## src/rtl/grad_stream_pkg.sv

```systemverilog
// Shared constants and state encoding for the gradient-path FIFO stream writer.
package grad_stream_pkg;
  localparam int FIFO_W   = 33;
  localparam int LAST_BIT = 32;
  localparam int LANE_W   = 32;

  typedef enum logic {
    IDLE = 1'b0,
    SEND = 1'b1
  } state_e;
endpackage

```

## src/rtl/grad_credit_counter.sv

```systemverilog
// Free-slot counter for a FIFO writer with no backpressure: push consumes a credit,
// pop returns one; a pop while already full is dropped and flagged.
module grad_credit_counter #(
  parameter int DEPTH = 32,
  parameter int W     = 6
) (
  input  logic         clk,
  input  logic         rst,
  input  logic         push,
  input  logic         pop,
  output logic [W-1:0] count,
  output logic         err
);
  localparam logic [W-1:0] FULL = W'(DEPTH);

  logic pop_ok;
  assign pop_ok = pop && (count != FULL);

  always_ff @(posedge clk) begin
    if (rst) begin
      count <= FULL;
      err   <= 1'b0;
    end else begin
      // push is only issued with count > 0, so this cannot underflow
      count <= count - W'(push) + W'(pop_ok);
      if (pop && !pop_ok) err <= 1'b1;
    end
  end
endmodule

```

## src/rtl/grad_stream_serializer.sv

```systemverilog
// Splits wide AXI-Stream beats into 32-bit lanes and writes them as 33-bit words
// (bit 32 = message end) into a FIFO whose occupancy is tracked by credits.
module grad_stream_serializer
  import grad_stream_pkg::*;
#(
  parameter int WIDE_BITS  = 512,
  parameter int LANES      = WIDE_BITS / 32,
  parameter int FIFO_DEPTH = 32,
  parameter int CRED_BITS  = 6
) (
  input  logic                 clk,
  input  logic                 rst,
  input  logic [WIDE_BITS-1:0] s_axis_tdata,
  input  logic [LANES-1:0]     s_axis_tkeep,
  input  logic                 s_axis_tlast,
  input  logic                 s_axis_tvalid,
  output logic                 s_axis_tready,
  output logic [FIFO_W-1:0]    m_axis_tdata,
  output logic                 m_axis_tvalid,
  input  logic                 fifo_pop,
  output logic [CRED_BITS-1:0] credits,
  output logic                 busy,
  output logic                 err_empty_beat,
  output logic                 err_credit
);
  localparam int IDX_W = (LANES > 1) ? $clog2(LANES) : 1;

  state_e                        state;
  logic [IDX_W-1:0]              idx;
  logic [IDX_W-1:0]              last_idx;
  logic [LANES-1:0][LANE_W-1:0]  hold_data;
  logic                          hold_last;
  logic                          push;
  logic                          at_last;
  logic                          accept;

  // tkeep is contiguous from lane 0, so the highest set bit marks the final lane
  function automatic logic [IDX_W-1:0] top_lane(input logic [LANES-1:0] keep);
    top_lane = '0;
    for (int i = 0; i < LANES; i++)
      if (keep[i]) top_lane = IDX_W'(i);
  endfunction

  assign push          = (state == SEND) && (credits != '0);
  assign at_last       = (idx == last_idx);
  assign s_axis_tready = (state == IDLE) || (push && at_last);
  assign accept        = s_axis_tvalid && s_axis_tready;

  grad_credit_counter #(
    .DEPTH (FIFO_DEPTH),
    .W     (CRED_BITS)
  ) u_credit (
    .clk   (clk),
    .rst   (rst),
    .push  (push),
    .pop   (fifo_pop),
    .count (credits),
    .err   (err_credit)
  );

  always_ff @(posedge clk) begin
    if (rst) begin
      state          <= IDLE;
      idx            <= '0;
      m_axis_tvalid  <= 1'b0;
      m_axis_tdata   <= '0;
      busy           <= 1'b0;
      err_empty_beat <= 1'b0;
    end else begin
      m_axis_tvalid <= push;
      if (push) begin
        m_axis_tdata[LANE_W-1:0] <= hold_data[idx];
        m_axis_tdata[LAST_BIT]   <= hold_last && at_last;
        idx                      <= idx + IDX_W'(1);
      end
      if (accept) begin
        if (s_axis_tkeep == '0) begin
          // empty beat is dropped along with its tlast
          err_empty_beat <= 1'b1;
          state          <= IDLE;
          busy           <= 1'b0;
        end else begin
          hold_data <= s_axis_tdata;
          hold_last <= s_axis_tlast;
          last_idx  <= top_lane(s_axis_tkeep);
          idx       <= '0;
          state     <= SEND;
          busy      <= 1'b1;
        end
      end else if (push && at_last) begin
        state <= IDLE;
        busy  <= 1'b0;
      end
    end
  end
endmodule

```

## config.mk

```make
export PLATFORM = sky130hd
export DESIGN_NAME = grad_stream_serializer
export DESIGN_NICKNAME = d
export VERILOG_FILES = /design/src/rtl/grad_stream_pkg.sv /design/src/rtl/grad_credit_counter.sv /design/src/rtl/grad_stream_serializer.sv
export SDC_FILE = /design/constraint.sdc
export NUM_CORES = 1
export LEC_CHECK = 0
export BUFFER_PORTS_ARGS = -buffer_cell sky130_fd_sc_hd__buf_2
export CORE_MARGIN = 2
export CORE_UTILIZATION = 40
export DETAILED_ROUTE_END_ITERATION = 7
export PLACE_DENSITY = 0.7
export REMOVE_ABC_BUFFERS = 1
export SLEW_MARGIN = 20
export SYNTH_ARGS = -nofsm -noshare
export SYNTH_HDL_FRONTEND = slang
export SYNTH_SLANG_ARGS = --single-unit
```

## constraint.sdc

```tcl
create_clock -name clk -period 94 [get_ports clk]
set_input_delay 18.8 -clock clk [delete_from_list [all_inputs] [get_ports clk]]
set_output_delay 18.8 -clock clk [all_outputs]
set_load 0.05 [all_outputs]
```

==> After elaboration in Yosys (flattened, before gate mapping) <==
Index checks and enable logic that the tools add are counted.
{ "word_totals": {"in_bits": 533, "out_inout_bits": 44, "register_bits": 564, "elab_cells": 75} }
{ "op_classes": {"reduce_logical": 16, "n_mux": 22, "n_eq_ne": 2, "add_sub_neg": 3, "n_bitwise": 3, "order_cmp": 1} }
{ "ops": {"columns": ["operator", "count"], "rows": [
  ["$bmux W32 S4", 1],
  ["$mux W4", 9],
  ["$mux W32", 1],
  ["$logic_not A16 Y1", 1],
  ["$mux W3", 4],
  ["$reduce_or A8 Y1", 1],
  ["$add A6 B1 Y6", 1],
  ["$logic_and A1 B1 Y1", 6],
  ["$ne A6 B6 Y1 const B", 1],
  ["$reduce_bool A6 Y1", 1],
  ["$sub A6 B1 Y6", 1],
  ["$lt A4 B5 Y1 const B", 1],
  ["$mux W1", 5],
  ["$add A4 B1 Y4 const B", 1],
  ["$eq A4 B4 Y1", 1],
  ["$mux W2", 2],
  ["$reduce_or A4 Y1", 1],
  ["$not A1 Y1", 3],
  ["$reduce_and A3 Y1", 1],
  ["$reduce_and A2 Y1", 1],
  ["$reduce_bool A2 Y1", 1],
  ["$reduce_or A2 Y1", 1],
  ["$logic_not A1 Y1", 1],
  ["$logic_or A1 B1 Y1", 1]
]} }

==> Longest topological paths before layout <==
Gate-level depths: netlist of the first run.
{ "logic_depth": {"depth_word": 14, "ltp_mapped": 14, "ltp_nobuf": 13} }

==> Cells and area by module <==
A second synthesis of the first run with hierarchy kept.
{ "unflattened": {"cells_unflattened": 975, "hier_area_um2": 21443.1} }
{ "by_module_without_submodules": {"columns": ["mod", "n_inst", "cells_each", "seq_area_each_um2", "area_per_inst_um2"], "rows": [
  ["grad_stream_serializer", 1, 923, 16325.7, 20980.1],
  ["grad_credit_counter", 1, 52, 140.1, 462.9]
]} }

==> Worst setup path before layout of the first run <==
OpenSTA, ideal clock, no wires.
{ "synth_path": {"path_type": "input to register", "startpoint": "input port s_axis_tkeep[9]", "endpoint": "register hold_data[0] in the netlist's numbering, enable pin", "n_path_buf": 0, "path_stages": 4, "arrival_time_ns": 53.763, "setup_time_ns": 2.037, "path_slack_ns": 38.200, "required_ns": 91.963, "path_cell_list": "nor2_1 > nand3_1 > o31ai_1 > nor3_1"} }
{ "synth_between": {"elab_chain_len": 3} }
{ "synth_lines": {"columns": ["item", "line", "source"], "rows": [
  ["start: declaration", "grad_stream_serializer.sv:14", "input logic [LANES-1:0] s_axis_tkeep,"],
  ["$logic_not A16 Y1", "grad_stream_serializer.sv:77", "if (s_axis_tkeep == '0) begin"],
  ["$not A1 Y1 (no source line)", null, null],
  ["$reduce_and A3 Y1 (no source line)", null, null],
  ["end signal: assignment", "grad_stream_serializer.sv:83", "hold_data <= s_axis_tdata;"],
  ["end: declaration", "grad_stream_serializer.sv:31", "logic [LANES-1:0][LANE_W-1:0] hold_data;"]
]} }
Every way passes these cells.
A chain may end at the register's enable or synchronous reset.

==> Worst setup path after layout of the first run <==
{ "layout_path": {"startpoint": "input port s_axis_tkeep[15]", "endpoint": "register hold_data[493] in the netlist's numbering, enable pin"} }
Same word-level chain as after synthesis.

==> impl.org, run 1 <==
** Global routing
- Via count of the first global-routing pass :: 13128
- Initial antenna violation count :: 38
- In the global route stage, overall resource usage came out at 0.198.
- Grt total ovfl :: 0
- Entering global routing, the biggest net connects 153 pins.
- The first global-routing pass estimated 81000 microns of wire.

** Critical path
- Critical path data arrival time :: 21920 ps
- Reg-to-reg slack, setup :: 89480 ps
- Following the worst setup path forward leads to its endpoint at hold_data[493]$_DFFE_PP_.
- By startpoint and endpoint, the worst setup path is classified as in -> reg.
- The critical path starts at s_axis_tkeep[15].
- Of all nets on the critical path, the largest fanout is 80.
- Data on the critical path is required at its endpoint by 94220 ps.
- Setup crit start kind :: input pin
- Kind of capture point of the worst setup path :: flop
- In this run the critical register-to-register path is captured at hold_data[493]$_DFFE_PP_.
- Source of the worst register-to-register timing path :: u_credit.count[2]$_SDFF_PP0_
- R2R depth :: 9

** Detailed routing
- Routed wire per std cell :: 23.2 microns
- Across all layers, the routed design uses 12353 vias.
- The pre-antenna-repair detailed-routing pass consisted of 5 iterations.
- Antenna viol nets, final :: 0
- First-iteration detailed-routing DRC count :: 788
- Using the TritonRoute via totals, the vias-per-cell ratio works out to 5.19.
- Aggregate routed wire length :: 55300 microns
- In the routed design, unresolved DRC markers number 0.

** Yosys
- Distinct cells, synth :: 49
- Top cells by area in the synthesized netlist :: sky130_fd_sc_hd__edfxtp_1 (72%), sky130_fd_sc_hd__mux4_2 (13%), sky130_fd_sc_hd__dfxtp_1 (4.4%), sky130_fd_sc_hd__a211o_1 (1.3%), sky130_fd_sc_hd__a22oi_1 (1.1%)
- Post-synth ARST share :: 0
- For this run, the leading register cell type out of synthesis is sky130_fd_sc_hd__edfxtp_1.
- After synthesis the cells add up to 21400 sq um.
- For this run, the number of Yosys warnings is 0.
- Synthesis produced 1018 cells.
- Proportion of synthesized chip area in sequential cells :: 0.769
- Counting flops and latches in the post-synthesis netlist gives 564.
- Yosys mapped a number of flops with a built-in enable equal to 517.
- Mean instance size in the synthesized netlist :: 21.0 sq um
- Library cell occupying the most area in the post-synthesis netlist :: sky130_fd_sc_hd__edfxtp_1
- Area fraction of the dominant cell type after synthesis :: 0.725

** STA
- Setup repair after global routing missed its margin :: no
- Worst Tran Pin Value :: 1140 ps
- In this run the tightest slew margin relative to its limit is 0.240.
- Fin Clk Skew :: 39.7 ps
- Number of hold violations in the final report :: 0
- Final Slew Violations :: 0
- Number of endpoints failing setup at the final stage :: 0
- Dividing the final minimum period by the clock period gives 0.231.
- Setup TNS :: 0 ps
- Post-layout minimum cycle time :: 21690 ps
- Derived from the worst setup path, the maximum achievable clock frequency is 46.1 MHz.

** Finish
- Nets :: 2162
- Synthesis-to-layout area growth :: 26.5%
- Reg area :: 16500 sq um
- Multi-input gate area in the final layout :: 4560 sq um
- The top cell types in the final layout, fill and taps aside, are sky130_fd_sc_hd__buf_2 (576), sky130_fd_sc_hd__edfxtp_1 (517), sky130_fd_sc_hd__mux4_2 (128), sky130_fd_sc_hd__clkbuf_16 (58), sky130_fd_sc_hd__inv_1 (46).
- Most common cell after layout, fill and taps aside :: sky130_fd_sc_hd__buf_2
- Of the cells placed in the final design, the portion with a size suffix greater than 1 is 0.487.
- Fillcell total :: 4297

** Power and ir drop
- Leakage power figure :: 10.2 nW
- Summing internal, switching and leakage power gives 0.000595 W.
- In this run the power density over the cells is 22.0 nW/um^2.
- IR analysis of the VDD net gives a maximum drop of 0.0169 mV.

** Clock network
- # hold bufs at CTS :: 0
- Resized Gates After CTS :: 0
- After clock tree synthesis, the clock-pin slew on the worst setup and hold paths is 60 ps.
- In this run the number of H-tree levels came out at 2.
- Counting every sink on the clock net gives 564.
- No sink is reached through more buffers than the 3 on the longest clock path.
- Root buffer cell :: sky130_fd_sc_hd__clkbuf_16
- The clock reaches the later pin of the worst-skew pair after 620 ps.
- Clock tree from TritonCTS :: yes
- Post-CTS setup repair buffer count :: 0
- Clock tree synthesis inserted a total of 58 buffers.

** Run
- Max Cap Viol :: 0

** Min path
- Hold WC Path Type :: reg -> reg

** Floorplanning
- 577 I/O pins were placed.
- The die is 235 microns tall.
- Measured along the x axis, the die boundary spans 235 microns.
- The floorplan step defined a core boundary enclosing 52800 sq um.
- For this configuration, the core starts out at a cell density of 0.406.
- Standard-cell row count :: 84
- Die ar. :: 55400 sq um

** Placed design
- HPWL after DPL :: 38600 microns
- Number of input and output port buffers inserted :: 576
- Routability-driven placement finished with a final weighted congestion of 0.899.

** Status
- The flow ran to the end, and the final reports show no timing, DRC or antenna violations.
-- worst min-delay path by stage --
stage | startpoint | endpoint | slack (ps) | depth (start not counted)
6_report | m_axis_tdata[14]$_SDFFE_PP0P_ | m_axis_tdata[14]$_SDFFE_PP0P_ | 460 | 1
3_5_place_dp | m_axis_tdata[14]$_SDFFE_PP0P_ | m_axis_tdata[14]$_SDFFE_PP0P_ | 450 | 1
2_1_floorplan | idx[1]$_SDFF_PP0_ | idx[1]$_SDFF_PP0_ | 580 | 2
5_1_grt | m_axis_tdata[14]$_SDFFE_PP0P_ | m_axis_tdata[14]$_SDFFE_PP0P_ | 470 | 1
3_3_place_gp | m_axis_tdata[4]$_SDFFE_PP0P_ | m_axis_tdata[4]$_SDFFE_PP0P_ | 440 | 1
4_1_cts | m_axis_tdata[19]$_SDFFE_PP0P_ | m_axis_tdata[19]$_SDFFE_PP0P_ | 460 | 1
-- routing by layer --
layer	track usage	vias to the layer above	wire length, microns
li1	-	5443	-
met1	0.243	6201	21300
met2	0.330	542	27700
met3	0.0613	135	4390
met4	0.0733	32	1650
met5	0	-	195
-- cells by family after synthesis --
logic type / synth area share
muxes: 0.135
and+or+nand+nor: 0.0238
xor gates and xnor gates: 0.00409
adders and majority gates: 0.00677
buffers and inverters: 0.0205
DFF: 0.769
AOI/OAI and AO/OA: 0.0412
-- cell usage after synthesis, types with 2 or more instances --
| cell | instances |
|---|---|
| sky130_fd_sc_hd__nor3_1 | 5 |
| sky130_fd_sc_hd__nor3b_1 | 3 |
| sky130_fd_sc_hd__o31a_1 | 2 |
| sky130_fd_sc_hd__inv_1 | 46 |
| sky130_fd_sc_hd__o22ai_1 | 32 |
| sky130_fd_sc_hd__nand3_1 | 6 |
| sky130_fd_sc_hd__buf_2 | 12 |
| sky130_fd_sc_hd__dfxtp_1 | 47 |
| sky130_fd_sc_hd__xnor2_1 | 9 |
| sky130_fd_sc_hd__ha_1 | 10 |
| sky130_fd_sc_hd__nor2b_1 | 35 |
| sky130_fd_sc_hd__a211oi_1 | 3 |
| sky130_fd_sc_hd__buf_1 | 3 |
| sky130_fd_sc_hd__nand4_1 | 2 |
| sky130_fd_sc_hd__clkbuf_1 | 29 |
| sky130_fd_sc_hd__nor4b_1 | 2 |
| sky130_fd_sc_hd__o311ai_0 | 2 |
| sky130_fd_sc_hd__nand2_1 | 6 |
| sky130_fd_sc_hd__a22oi_1 | 31 |
| sky130_fd_sc_hd__nor2_1 | 13 |
| sky130_fd_sc_hd__a211o_1 | 31 |
| sky130_fd_sc_hd__edfxtp_1 | 517 |
| sky130_fd_sc_hd__mux4_2 | 128 |
| sky130_fd_sc_hd__o21ai_0 | 3 |
| sky130_fd_sc_hd__buf_4 | 4 |
| sky130_fd_sc_hd__buf_6 | 5 |
| sky130_fd_sc_hd__or4_1 | 2 |
| sky130_fd_sc_hd__a21oi_1 | 6 |
| sky130_fd_sc_hd__nand2b_1 | 4 |
-- report_power, final --
part	switching [W]	total [W]	leakage (nW)	internal, W
combinational	0.0000381	0.0000672	4.06	0.0000292
sequential	0.00000515	0.000293	5.17	0.000288
clock	0.0000946	0.000235	0.952	0.000140
total	0.000138	0.000595	10.2	0.000458
-- stage by stage --
step / cell area [sq um] / hold WS (ps) / setup WS [ps] / utilization / std cells
finish: 27100 / 458 / 72310 / 0.514 / 2378
global route: 27100 / 467 / 71980 / 0.514 / 2376
CTS: 27000 / 459 / 72230 / 0.513 / 2355
detailed placement: 25100 / 446 / 71610 / 0.476 / 2246
global placement: 25100 / 440 / 71760 / 0.475 / 2245
floorplan: 21200 / 575 / 37770 / - / 965
-- sequential cells by signal, summed over array words and instances, names as in the netlist --
register	count
state	1
m_axis_tvalid	1
u_credit.count	6
last_idx	4
err_empty_beat	1
m_axis_tdata	33
u_credit.err	1
hold_last	1
hold_data	512
idx	4
-- worst max-delay path: stages --
cell,delay (ps)
sky130_fd_sc_hd__buf_2,120
sky130_fd_sc_hd__nor4_2,80
sky130_fd_sc_hd__nand3_1,140
sky130_fd_sc_hd__o31ai_1,160
sky130_fd_sc_hd__nor3_2,240
sky130_fd_sc_hd__buf_4,770
sky130_fd_sc_hd__buf_4,710
sky130_fd_sc_hd__buf_4,830
-- area by class of cell --
class                      count  area share
tap                          688      0.0318
clock inverter                31      0.0149
multi-input combinational    355       0.168
sequential                   564       0.608
antenna                       23     0.00212
clock buffer                  78      0.0571
inverter                      46     0.00637
timing repair buffer         593       0.112
(Power assumes the default switching activity.)
==> inputs of run 2 (changes only) <==
- clock period: 94 -> 22.1 ns (I/O delays scaled with it)
==> run 2 against run 1 <==
  * Sequential power rose to 4.3 times the previous value
  * Count of clock-buffer cells in the layout did not move
  * Setup slack got worse by 58000 ps
  * Critical path depth did not move
  * Routed wire length rose by 0.36%
  * Via count fell by 0.14%
  * Worst hold slack improved by 1.2 ps
  * Clock power rose to 4.0 times the previous value
  * Clock skew fell by 22 ps
==> impl.org, run 2 (synthesis results as in run 1) <==
** Status
- The flow ran to the end, and the final reports show no timing, DRC or antenna violations.

** Power and ir drop
- Leakage power figure :: 10.1 nW (-0.59%)
- The worst ir drop on vdd came to 0.0767 mV (+350%).
- The total power density per cell area was 91.8 nW/um^2 (+320%).

** Clock network
- Sinks on the clock net :: 564 (unchanged)
- The clock transition at the registers of the reported paths is 60 ps (about the same).
- The cell sitting at the root of the clock tree is a sky130_fd_sc_hd__clkbuf_16.
- Resized Gates After CTS :: 0 (unchanged)
- Clock network latency to the later pin of the worst-skew pair :: 610 ps (about the same)
- Maximum root-to-sink buffer count :: 3 (unchanged)
- CTS H-tree depth :: 2 (unchanged)
- The total CTS buffers was 58 (unchanged).
- Clock tree from TritonCTS :: yes
- Post-CTS setup repair buffer count :: 0 (unchanged)
- # hold bufs at CTS :: 0 (unchanged)

** Floorplanning
- The site row count was 84 (unchanged).
- Width of the die :: 235 microns (unchanged)
- The vertical die dimension came to 235 microns (unchanged).
- The placeable core region was 52800 sq um (unchanged).
- Die ar. :: 55400 sq um (unchanged)
- Num ports :: 577 (unchanged)
- The initial cell density of the core came to 0.406 (unchanged).

** Critical path
- The signal on the critical path passes through buf_2 > nor4_2 > nand3_1 > o31ai_1 > nor3_2 > buf_4 > buf_4 > buf_4.
- The worst path required time is 22330 ps (-71890 ps).
- Critical path's slowest cell :: sky130_fd_sc_hd__buf_4
- Crit-path max FO :: 80 (unchanged)
- CP bufs+invs :: 4 (unchanged)
- The longest individual stage delay on the worst path is 820 ps (about the same).
- STA classifies the critical path endpoint as a flop.
- CP top delay family :: buffers and inverters
- Cell repeated most along the worst path :: sky130_fd_sc_hd__buf_4
- The worst setup path is launched from an input pin.
- The critical path is of the in -> reg type.
- The critical path data arrival time was 7530 ps (-14390 ps).

** Detailed routing
- The via count came to 12336 (-0.14%).
- The count of nets left with antenna violations after detail routing was 0 (unchanged).
- Routed wire per std cell :: 23.4 microns (+0.70%)
- Iteration count of the initial detailed-routing pass :: 5 (unchanged)
- Aggregate routed wire length :: 55500 microns (+0.36%)
- The number of DRC violations after detailed-routing iteration 0 is 865 (+9.8%).
- The detailed-route DRC error count was 0 (unchanged).
- Routed vias/inst :: 5.21 (+0.20%)

** Finish
- Ranked by flip-flop count, first place goes to hold_data.
- The number of nets in the finished design was 2162 (unchanged).
- Synthesis-to-layout area growth :: 25.9%
- Final core occ :: 0.511 (-0.00247)
- Fillcell total :: 4327 (+0.70%)
- The largest registers in the layout are hold_data: 512 flops, m_axis_tdata: 33 flops, u_credit.count: 6 flops.
- The library cell used most frequently in the layout, excluding fill and tap cells, is sky130_fd_sc_hd__buf_2.
- Max FFs per register :: 512 (unchanged)
- The proportion of layout cells with a drive suffix above 1 came to 0.487 (about the same).
- Leaving out fill and tap cells, the most frequent cells in the layout are sky130_fd_sc_hd__buf_2 (576), sky130_fd_sc_hd__edfxtp_1 (517), sky130_fd_sc_hd__mux4_2 (128), sky130_fd_sc_hd__clkbuf_16 (59), sky130_fd_sc_hd__inv_1 (46).

** STA
- Fin Clk Skew :: 17.5 ps (-22.2 ps)
- The relative slew slack was 0.235 (-0.00565).
- Fmax :: 137 MHz
- The smallest clock period supported by the final layout is computed as 7300 ps.
- The setup TNS came to 0 ps (unchanged).
- Number of hold violations in the final report :: 0 (unchanged)
- Setup repair after global routing missed its margin :: no
- Final Slew Violations :: 0 (unchanged)
- Of the available clock period, the critical path in the final layout requires 0.330.
- Worst Tran Pin Value :: 1150 ps (+8.48 ps)
- Number of endpoints failing setup at the final stage :: 0 (unchanged)

** Global routing
- The met3 capacity usage during global routing came to 0.0564 (-0.00492).
- The maximum number of pins on one net before global-route repair is 153 (unchanged).
- Initial antenna violation count :: 29 (-24%)
- Top Usage Layer GRT :: met2
- The overall routing resource usage was 0.198 (+0.000587).
- First-pass GRT wire length :: 80900 microns (about the same)
- The met1 track demand over resource was 0.241 (-0.00174).
- Via count of the first global-routing pass :: 13136 (+0.061%)
- Global routing met2 resource utilization :: 0.337 (+0.00699)
- Grt total ovfl :: 0 (unchanged)

** Run
- Max Cap Viol :: 0 (unchanged)

** Placed design
- Global placer's final weighted congestion :: 0.899 (about the same)
- Number of input and output port buffers inserted :: 576 (unchanged)
- HPWL after DPL :: 38700 microns (+0.28%)

** Min path
- The min-delay analysis places its worst path in the category reg -> reg.
-- run 2: cell count changes in the layout (fill, tap and decap cells not counted), sizes merged --
cell | before | now
inv | 49 | 48
diode | 23 | 17
clkinv | 19 | 21
bufinv | 9 | 4
clkinvlp | 0 | 2
-- run 2: layout make-up --
type / count / area (sq um) / area share
Multi-Input combinational cell: 355 / 4560 / 0.169
Tap cell: 688 / 861 / 0.0319
Clock inverter: 29 / 268 / 0.00993
Clock buffer: 78 / 1570 / 0.0581
Sequential cell: 564 / 16500 / 0.611
Antenna cell: 17 / 42.5 / 0.00158
Inverter: 46 / 173 / 0.00640
Timing Repair Buffer: 593 / 3030 / 0.112
-- run 2: power breakdown --
part	internal, W	total [W]	leakage (nW)	switching, W
sequential	0.00122	0.00125	5.17	0.0000221
combinational	0.000124	0.000285	4.06	0.000161
clock	0.000544	0.000944	0.892	0.000400
total	0.00189	0.00248	10.1	0.000583
-- run 2: metal layers --
| layer | vias up | share of wire | wire, microns |
|---|---|---|---|
| li1 | 5423 | - | - |
| met4 | 26 | 0.028 | 1560 |
| met1 | 6231 | 0.38 | 21100 |
| met5 | - | 0.0028 | 154 |
| met2 | 530 | 0.51 | 28300 |
| met3 | 126 | 0.078 | 4330 |
-- run 2: per-stage QoR --
stage | area [sq um] | hold WS [ps] | total power (W) | cells | worst slack, ps
after floorplan | 21200 | 575 | 0.00151 | 965 | -20540
after global placement | 25100 | 440 | 0.00155 | 2245 | 14240
after detailed placement | 25100 | 447 | 0.00156 | 2246 | 14140
after CTS | 26900 | 463 | 0.00250 | 2353 | 14780
after global routing | 27000 | 470 | 0.00257 | 2367 | 14520
final | 27000 | 459 | 0.00248 | 2370 | 14800
-- run 2: path summary, 6_finish.rpt --
kind | start | slack, ps | cells past startpoint | end
setup reg to reg | u_credit.count[2]$_SDFF_PP0_ | 17560 | 9 | hold_data[333]$_DFFE_PP_
setup / recovery | s_axis_tkeep[15] | 14800 | 8 | hold_data[333]$_DFFE_PP_
hold / removal | m_axis_tdata[17]$_SDFFE_PP0P_ | 460 | 1 | m_axis_tdata[17]$_SDFFE_PP0P_
hold reg to reg | m_axis_tdata[17]$_SDFFE_PP0P_ | 460 | 1 | m_axis_tdata[17]$_SDFFE_PP0P_
-- run 2: worst reg2reg max path, stage by stage (launching register included) --
cell,delay [ps]
sky130_fd_sc_hd__dfxtp_1,360
sky130_fd_sc_hd__inv_1,80
sky130_fd_sc_hd__ha_1,210
sky130_fd_sc_hd__nand4bb_1,340
sky130_fd_sc_hd__nand2_1,240
sky130_fd_sc_hd__o21a_1,290
sky130_fd_sc_hd__nor3_2,270
sky130_fd_sc_hd__buf_4,790
sky130_fd_sc_hd__buf_4,710
sky130_fd_sc_hd__buf_4,840
